===== src/rtl/uart_rx_fifo.sv =====
// UART receiver (optional parity, stop check) feeding a first-word fall-through receive FIFO.
// Optional build macro HANGMAN_LETTER_FILTER_EN: fold a-z to A-Z, drop non-letters, flag err_char.
module uart_rx_fifo #(
  parameter int CLKS_PER_BIT = 1250,
  parameter int DATA_BITS    = 8,
  parameter int PARITY_MODE  = 0,
  parameter int FIFO_DEPTH   = 4
) (
  input  logic                          clk,
  input  logic                          rst,
  input  logic                          rx_serial,
  input  logic                          rec_ready,
  input  logic                          game_rdy,
  input  logic                          err_clr,
  output logic [DATA_BITS-1:0]          guess,
  output logic                          guess_valid,
  output logic [$clog2(FIFO_DEPTH):0]   fifo_count,
  output logic                          err_LED,
  output logic                          err_frame,
  output logic                          err_parity,
`ifdef HANGMAN_LETTER_FILTER_EN
  output logic                          err_char,
`endif
  output logic                          err_overflow
);

  localparam int CNT_W = $clog2(CLKS_PER_BIT);
  localparam int BIT_W = $clog2(DATA_BITS) + 1;
  localparam int PTR_W = $clog2(FIFO_DEPTH);

  typedef enum logic [2:0] {S_IDLE, S_START, S_DATA, S_PARITY, S_STOP} state_t;

  state_t               state_q, state_d;
  logic [CNT_W-1:0]     cnt_q, cnt_d;
  logic [BIT_W-1:0]     bit_q, bit_d;
  logic [DATA_BITS-1:0] shreg_q, shreg_d;
  logic                 par_err_q, par_err_d;
  logic                 rx_meta, rx_s, armed_q;
  logic                 bit_tick, push, accept, frame_set, parity_set;
  logic [DATA_BITS-1:0] push_data;

  logic [DATA_BITS-1:0] mem [FIFO_DEPTH];
  logic [PTR_W-1:0]     wr_ptr, rd_ptr;
  logic                 full, do_push, do_pop, overflow_set;
  logic                 err_frame_d, err_parity_d, err_overflow_d;

  always_ff @(posedge clk) begin
    // NOTE: sequential state always uses non-blocking assignment so every flop samples pre-edge values.
    if (rst) begin
      rx_meta <= 1'b1;
      rx_s    <= 1'b1;
    end else begin
      rx_meta <= rx_serial;
      rx_s    <= rx_meta;
    end
  end

  assign bit_tick = (cnt_q == CNT_W'(CLKS_PER_BIT - 1));

`ifdef HANGMAN_LETTER_FILTER_EN
  localparam bit FILTER_ON = (DATA_BITS == 8);
  logic [7:0] raw8, fold8;
  logic       char_set, err_char_d;
  always_comb begin
    raw8  = 8'(shreg_q);
    fold8 = (raw8 >= 8'h61 && raw8 <= 8'h7A) ? raw8 - 8'h20 : raw8;
    if (FILTER_ON) begin
      push_data = DATA_BITS'(fold8);
      accept    = (fold8 >= 8'h41 && fold8 <= 8'h5A);
    end else begin
      push_data = shreg_q;
      accept    = 1'b1;
    end
  end
`else
  assign push_data = shreg_q;
  assign accept    = 1'b1;
`endif

  always_comb begin
    // NOTE: every output of this block gets a default first, so no path can infer a latch.
    state_d    = state_q;
    cnt_d      = cnt_q + 1'b1;
    bit_d      = bit_q;
    shreg_d    = shreg_q;
    par_err_d  = par_err_q;
    push       = 1'b0;
    frame_set  = 1'b0;
    parity_set = 1'b0;
`ifdef HANGMAN_LETTER_FILTER_EN
    char_set   = 1'b0;
`endif
    case (state_q)
      S_IDLE: begin
        cnt_d = '0;
        if (!rx_s && rec_ready && armed_q) begin
          state_d   = S_START;
          bit_d     = '0;
          par_err_d = 1'b0;
        end
      end
      S_START: if (cnt_q == CNT_W'(CLKS_PER_BIT / 2 - 1)) begin
        cnt_d   = '0;
        state_d = rx_s ? S_IDLE : S_DATA;
      end
      S_DATA: if (bit_tick) begin
        cnt_d   = '0;
        shreg_d = {rx_s, shreg_q[DATA_BITS-1:1]};
        bit_d   = bit_q + 1'b1;
        if (bit_q == BIT_W'(DATA_BITS - 1))
          state_d = (PARITY_MODE != 0) ? S_PARITY : S_STOP;
      end
      S_PARITY: if (bit_tick) begin
        cnt_d     = '0;
        par_err_d = (rx_s != ((^shreg_q) ^ (PARITY_MODE == 2)));
        state_d   = S_STOP;
      end
      S_STOP: if (bit_tick) begin
        cnt_d   = '0;
        state_d = S_IDLE;
        if (!rx_s)          frame_set  = 1'b1;
        else if (par_err_q) parity_set = 1'b1;
        else if (accept)    push       = 1'b1;
`ifdef HANGMAN_LETTER_FILTER_EN
        else                char_set   = 1'b1;
`endif
      end
      default: state_d = S_IDLE;
    endcase
  end

  // armed_q keeps IDLE from re-triggering on a line still held low after a bad stop bit.
  always_ff @(posedge clk) begin
    if (rst) begin
      state_q   <= S_IDLE;
      cnt_q     <= '0;
      bit_q     <= '0;
      shreg_q   <= '0;
      par_err_q <= 1'b0;
      armed_q   <= 1'b0;
    end else begin
      state_q   <= state_d;
      cnt_q     <= cnt_d;
      bit_q     <= bit_d;
      shreg_q   <= shreg_d;
      par_err_q <= par_err_d;
      armed_q   <= (state_q == S_IDLE) && (armed_q || rx_s);
    end
  end

  assign guess_valid  = (fifo_count != '0);
  assign full         = (fifo_count == (PTR_W + 1)'(FIFO_DEPTH));
  assign do_pop       = game_rdy && guess_valid;
  assign do_push      = push && (!full || do_pop);
  assign overflow_set = push && full && !do_pop;
  assign guess        = guess_valid ? mem[rd_ptr] : '0;

  always_ff @(posedge clk) begin
    if (rst) begin
      wr_ptr     <= '0;
      rd_ptr     <= '0;
      fifo_count <= '0;
    end else begin
      if (do_push) wr_ptr <= wr_ptr + 1'b1;
      if (do_pop)  rd_ptr <= rd_ptr + 1'b1;
      case ({do_push, do_pop})
        2'b10:   fifo_count <= fifo_count + 1'b1;
        2'b01:   fifo_count <= fifo_count - 1'b1;
        default: fifo_count <= fifo_count;
      endcase
    end
  end

  // NOTE: storage is not reset; the count and pointers define which entries are meaningful.
  always_ff @(posedge clk) begin
    if (do_push) mem[wr_ptr] <= push_data;
  end

  // A new error in the same cycle as err_clr keeps the flag set.
  always_comb begin
    err_frame_d    = frame_set    | (err_frame    & ~err_clr);
    err_parity_d   = parity_set   | (err_parity   & ~err_clr);
    err_overflow_d = overflow_set | (err_overflow & ~err_clr);
`ifdef HANGMAN_LETTER_FILTER_EN
    err_char_d     = char_set     | (err_char     & ~err_clr);
`endif
  end

  always_ff @(posedge clk) begin
    if (rst) begin
      err_frame    <= 1'b0;
      err_parity   <= 1'b0;
      err_overflow <= 1'b0;
      err_LED      <= 1'b0;
`ifdef HANGMAN_LETTER_FILTER_EN
      err_char     <= 1'b0;
`endif
    end else begin
      err_frame    <= err_frame_d;
      err_parity   <= err_parity_d;
      err_overflow <= err_overflow_d;
`ifdef HANGMAN_LETTER_FILTER_EN
      err_char     <= err_char_d;
      err_LED      <= err_frame_d | err_parity_d | err_overflow_d | err_char_d;
`else
      err_LED      <= err_frame_d | err_parity_d | err_overflow_d;
`endif
    end
  end

endmodule

===== config.mk =====
export PLATFORM = sky130hd
export DESIGN_NAME = uart_rx_fifo
export DESIGN_NICKNAME = d
export VERILOG_FILES = /design/src/rtl/uart_rx_fifo.sv
export SDC_FILE = /design/constraint.sdc
export NUM_CORES = 1
export LEC_CHECK = 0
export BUFFER_PORTS_ARGS = -buffer_cell sky130_fd_sc_hd__buf_2
export CORE_MARGIN = 2
export CORE_UTILIZATION = 35
export DETAILED_ROUTE_END_ITERATION = 10
export GPL_TIMING_DRIVEN = 1
export PLACE_DENSITY = 0.55
export SLEW_MARGIN = 20
export SYNTH_ARGS = -nofsm -noshare
export SYNTH_HDL_FRONTEND = slang
export SYNTH_SLANG_ARGS = --single-unit

===== constraint.sdc =====
create_clock -name clk -period 6.2 [get_ports clk]
set_input_delay 1.24 -clock clk [delete_from_list [all_inputs] [get_ports clk]]
set_output_delay 1.24 -clock clk [all_outputs]
set_load 0.005 [all_outputs]

Word level (Yosys, flattened, before mapping)
Memory sizes are Yosys's and may differ from the RTL's. A register that Yosys moved wholly into a read port is not among the register bits.
Cells that the tools add are included.
W data, S select, Z words.
- add/subtract/negate cells: 6
- eq/ne operators: 17
- muxes and demuxes: 34
- bitwise logic cells: 9
- reductions and logical operators: 23
- operators by type and width (kind ; count):
    $pmux W11 S3 ; 1
    $mux W11 ; 2
    $mux W3 ; 6
    $mux W1 ; 15
    $pmux W3 S5 ; 1
    $ne A2 B2 Y1 const B ; 6
    $add A11 B1 Y11 const B ; 1
    $eq A11 B10 Y1 const B ; 1
    $eq A11 B11 Y1 const B ; 1
    $mux W4 ; 2
    $mux W8 ; 1
    $pmux W4 S2 ; 1
    $reduce_xor A8 Y1 ; 1
    $logic_and A1 B1 Y1 ; 7
    $eq A3 B2 Y1 const B ; 2
    $eq A3 B3 Y1 const B ; 2
    $mux W2 ; 3
    $pmux W3 S2 ; 1
    $reduce_and A3 Y1 ; 2
    $reduce_and A6 Y1 ; 1
    $reduce_bool A2 Y1 ; 3
    $or A1 B1 Y1 ; 5
    $add A2 B1 Y2 const B ; 2
    $add A4 B1 Y4 const B ; 1
    16 further kinds ; 21
- register bits after elaboration: 41
- bits in writable memories: 32
- bits of input ports: 6
- output and inout port bits: 16
- logic and storage cells: 105
- memories: 1
- memories (memory ; words ; width ; read ports ; clocked after memory_dff ; wr ports ; RTL line ; source):
    mem ; 4 ; 8 ; 1 ; 1 ; 1 ; 42 ; logic [DATA_BITS-1:0] mem [FIFO_DEPTH];

Longest topological paths before layout
- word-level depth: 8
- mapped depth: 10
- gate-level depth less buffers: 10

Worst setup path after synthesis
Ideal clock, no wire load.
- path type: reg-to-output
- start point: register (tool-made name)
- end point: output guess[0]
- data arrival time: 1400 ps
- data required time: 4960 ps
- slack: 3560 ps
- cell stages (with the launch flop): 4
- path buffers: 1
- cells stage by stage: dfxtp_1 clkbuf_1 mux4_2 nor2b_1
- RTL lines (element ; RTL line ; source):
    end: declaration ; 15 ; output logic [DATA_BITS-1:0] guess,

==> results_dict.tcl <==
set metrics [dict create \
    status "complete, no violations" \
    post_dp_cell_area_um2 3580 \
    critPathCaptureType "primary output" \
    clock_sink_count 75 \
    avgRoutedWirePerCell_um 13.0 \
    core_um2 9330 \
    async_flop_share_pct 0 \
    yosys_register_bits 75 \
    synth-edff-count 32 \
    final_cell_area_um2 3780 \
    overflow 0 \
    total_leakage_power_uw 0.00132 \
    layout_min_cycle_time_ns 3.11 \
    layout_commonest_cell "dfxtp_1" \
    dp_hpwl_um 3980 \
    synth_mux_area_share_pct 6.50 \
    grt_pass1_wl_um 9800 \
    p_comb_share_pct 1.3 \
    fin_util_pct 40.6 \
    cts_made_buffers 9 \
    switching_share_pct 21.1 \
    drt_iter0_drc 108 \
    synth_top_area_cell "edfxtp_1" \
    path_max_fanout 8 \
    place_ws_ns 3.34 \
    internal_power_uw 702 \
    synth_xor_area_share_pct 5.58 \
    r2r_start "state_q[2]" \
    p_sw_uw 188 \
    antenna_found_initial 0 \
    slew_headroom_pct 32.9 \
    power_frac_seq_pct 57.6 \
    area_delta_synth_final_pct 11.7 \
    critPathKind "reg -> out" \
    max_stage_delay_ns 0.66 \
    power_uw 891 \
    ys_seq_area_share_pct 53.8 \
    htree_levels 3 \
    r2r_cells 7 \
    clock_latency_ns 0.34 \
    ys_warn_count 0 \
    worst_path_max_delay_cell "dfxtp_1" \
    synthTopCellsByArea "edfxtp_1 (28%), dfxtp_1 (25%), mux4_2 (5.3%)" \
    crit_buf_inv 1 \
    fmax_mhz 322 \
    wirelength_um 5890 \
    finalMaxSlewViolations 0 \
    vias 2177 \
    drive_gt1_share_pct 16.7 \
    skew_ns 0.0104 \
    worstHoldStart "rx_meta" \
    drc 0 \
    worstPathArrival_ns 1.87 \
    ir_drop_v 0.000123 \
    layout.nets 334 \
    holdBufCountCts 0 \
    synth_nets 316 \
    syn_inst 301 \
    clock_power_share_pct 41.1 \
    n_fill_cell 906 \
    path_depth 3 \
    chipWidth_um 102 \
    dr.pass1.iters 4 \
    synth_top_area_share_pct 28.4 \
    crit_family "flip-flops" \
    gp_congestion 0.727 \
    viasPerCell 4.81 \
    port_buffers 21 \
    finalSetupTns_ns 0 \
    cts_buffer_depth 2 \
    hold_path_class "reg -> reg" \
    p_per_area_nw_per_um2 235 \
    post-route-period-util_pct 50.1 \
    io_pins 22 \
    layout_common_cells "dfxtp_1 (43), nor2_1 (32), edfxtp_1 (32)" \
    grt_pass1_vias 2047 \
    synth_top_family_by_area "simple AND/OR/NAND/NOR gates" \
    crit_chain "mux4_2, nor2b_1, buf_2" \
    ctsResizeCount 0 \
    synth_compound_area_share_pct 6.10 \
    drv_cap 0 \
    rsz0062_at_grt "false" \
    track_usage_pct 12.2 \
    avgSynthCellArea_um2 11.2 \
    yosys.cell_types.count 56 \
    die_h_um 102 \
    postRouteAntennaNets 0 \
    syn_area_um2 3390 \
    finalHoldViolations 0 \
    synth-simple-area-share_pct 21.2 \
    hold_depth 1 \
    fin_ws_ns 3.09 \
    clk_pin_slew_worst_paths_ns 0.08 \
    fp-row-count 35 \
    dieArea_um2 10500 \
    cts_tree "done" \
    root_buffer "clkbuf_8" \
    synthFlopType "dfxtp_1" \
    tightest_slew_ns 0.998 \
    synthAdderAreaFrac_pct 3.55 \
    diodes 0 \
    initial_utilization_pct 36.3 \
    setup-violations-final 0 \
    grt_max_degree 37 \
    cts_setup_buffers 0 \
    startpoint_type "flop" \
    crit_required_ns 4.96 \
]
==> per-stage QoR <==
step / cells / hold slack, ns
after CTS: 453 / 0.422
after global routing: 453 / 0.451
after global placement: 437 / 0.406
after floorplan: 301 / 0.389
after detailed placement: 437 / 0.396
final: 453 / 0.422
==> cell type report <==
| cell class | instances | area (um^2) | share of cell area, % |
|---|---|---|---|
| clock buffer | 10 | 128 | 3.37 |
| clock inverter | 6 | 65.1 | 1.72 |
| inverter | 11 | 41.3 | 1.09 |
| multi-input combinational | 201 | 1460 | 38.6 |
| tap | 129 | 161 | 4.27 |
| timing repair buffer | 21 | 105 | 2.78 |
| sequential | 75 | 1820 | 48.2 |
==> flip-flops by register name, indices dropped and copies added, names as in the netlist, named ones only <==
name / cells
err_frame: 1
rd_ptr: 2
par_err_q: 1
cnt_q: 11
armed_q: 1
push_data: 8
err_LED: 1
state_q: 3
rx_s: 1
err_overflow: 1
wr_ptr: 2
fifo_count: 3
rx_meta: 1
err_parity: 1
bit_q: 4
mem: 32
==> path summary, 6_finish.rpt <==
| kind | endpoint | slack [ns] |
|---|---|---|
| setup / recovery | guess[1] | 3.09 |
| hold / removal | rx_s | 0.42 |
| setup reg to reg | fifo_count[2] | 3.55 |
| hold reg to reg | rx_s | 0.42 |
==> per-layer routing <==
metal,track usage [%],share of wire (%),vias up
li1,-,-,1115
met1,16.5,51,1028
met2,19.2,45,25
met3,2.26,2.3,9
met4,5.54,1.6,0
met5,0,0,-
==> cells by family after synthesis <==
group | Yosys count
compound gates | 31
xor+xnor | 20
fa+ha+maj | 9
buf+inv | 25
flops | 75
mux | 12
simple gates | 129
==> power groups by stage <==
| stage | Sequential (uW) | Combinational [uW] | Clock (uW) |
|---|---|---|---|
| after global routing | 513 | 13.0 | 397 |
| after detailed placement | 524 | 11.9 | 0 |
| after global placement | 524 | 11.7 | 0 |
| final | 513 | 11.8 | 366 |
| after CTS | 513 | 11.9 | 375 |
| after floorplan | 523 | 9.12 | 0 |
==> worst register-to-register path, cell delays in order, from the launching register on <==
cell and delay, ns:
dfxtp_1 0.54, or4b_1 0.53, nor4_4 0.43, nor2_1 0.11, fa_1 0.40, nor3_1 0.26, o21ai_1 0.10, nor3b_2 0.16
==> synth_stat cells (2+ instances only) <==
library cell  instances
xor2_1                8
nor3_1                8
or3_1                 2
o21ai_0               2
xnor2_1              11
buf_2                 3
or4_1                 2
clkbuf_1              8
o211ai_1              2
edfxtp_1             32
nor2_1               32
mux2i_1               4
nand2_1              27
a21oi_1              17
and3_1                4
ha_1                  8
dfxtp_1              43
nor4_1                4
nor2b_1               9
or2_2                 3
nor3b_1               3
nand4b_1              3
nor4b_1               3
and2_1                4
mux4_2                8
a31oi_1               2
nand4_1               4
inv_1                11
nand3_1               7
Power figures use the tool's default switching activity.
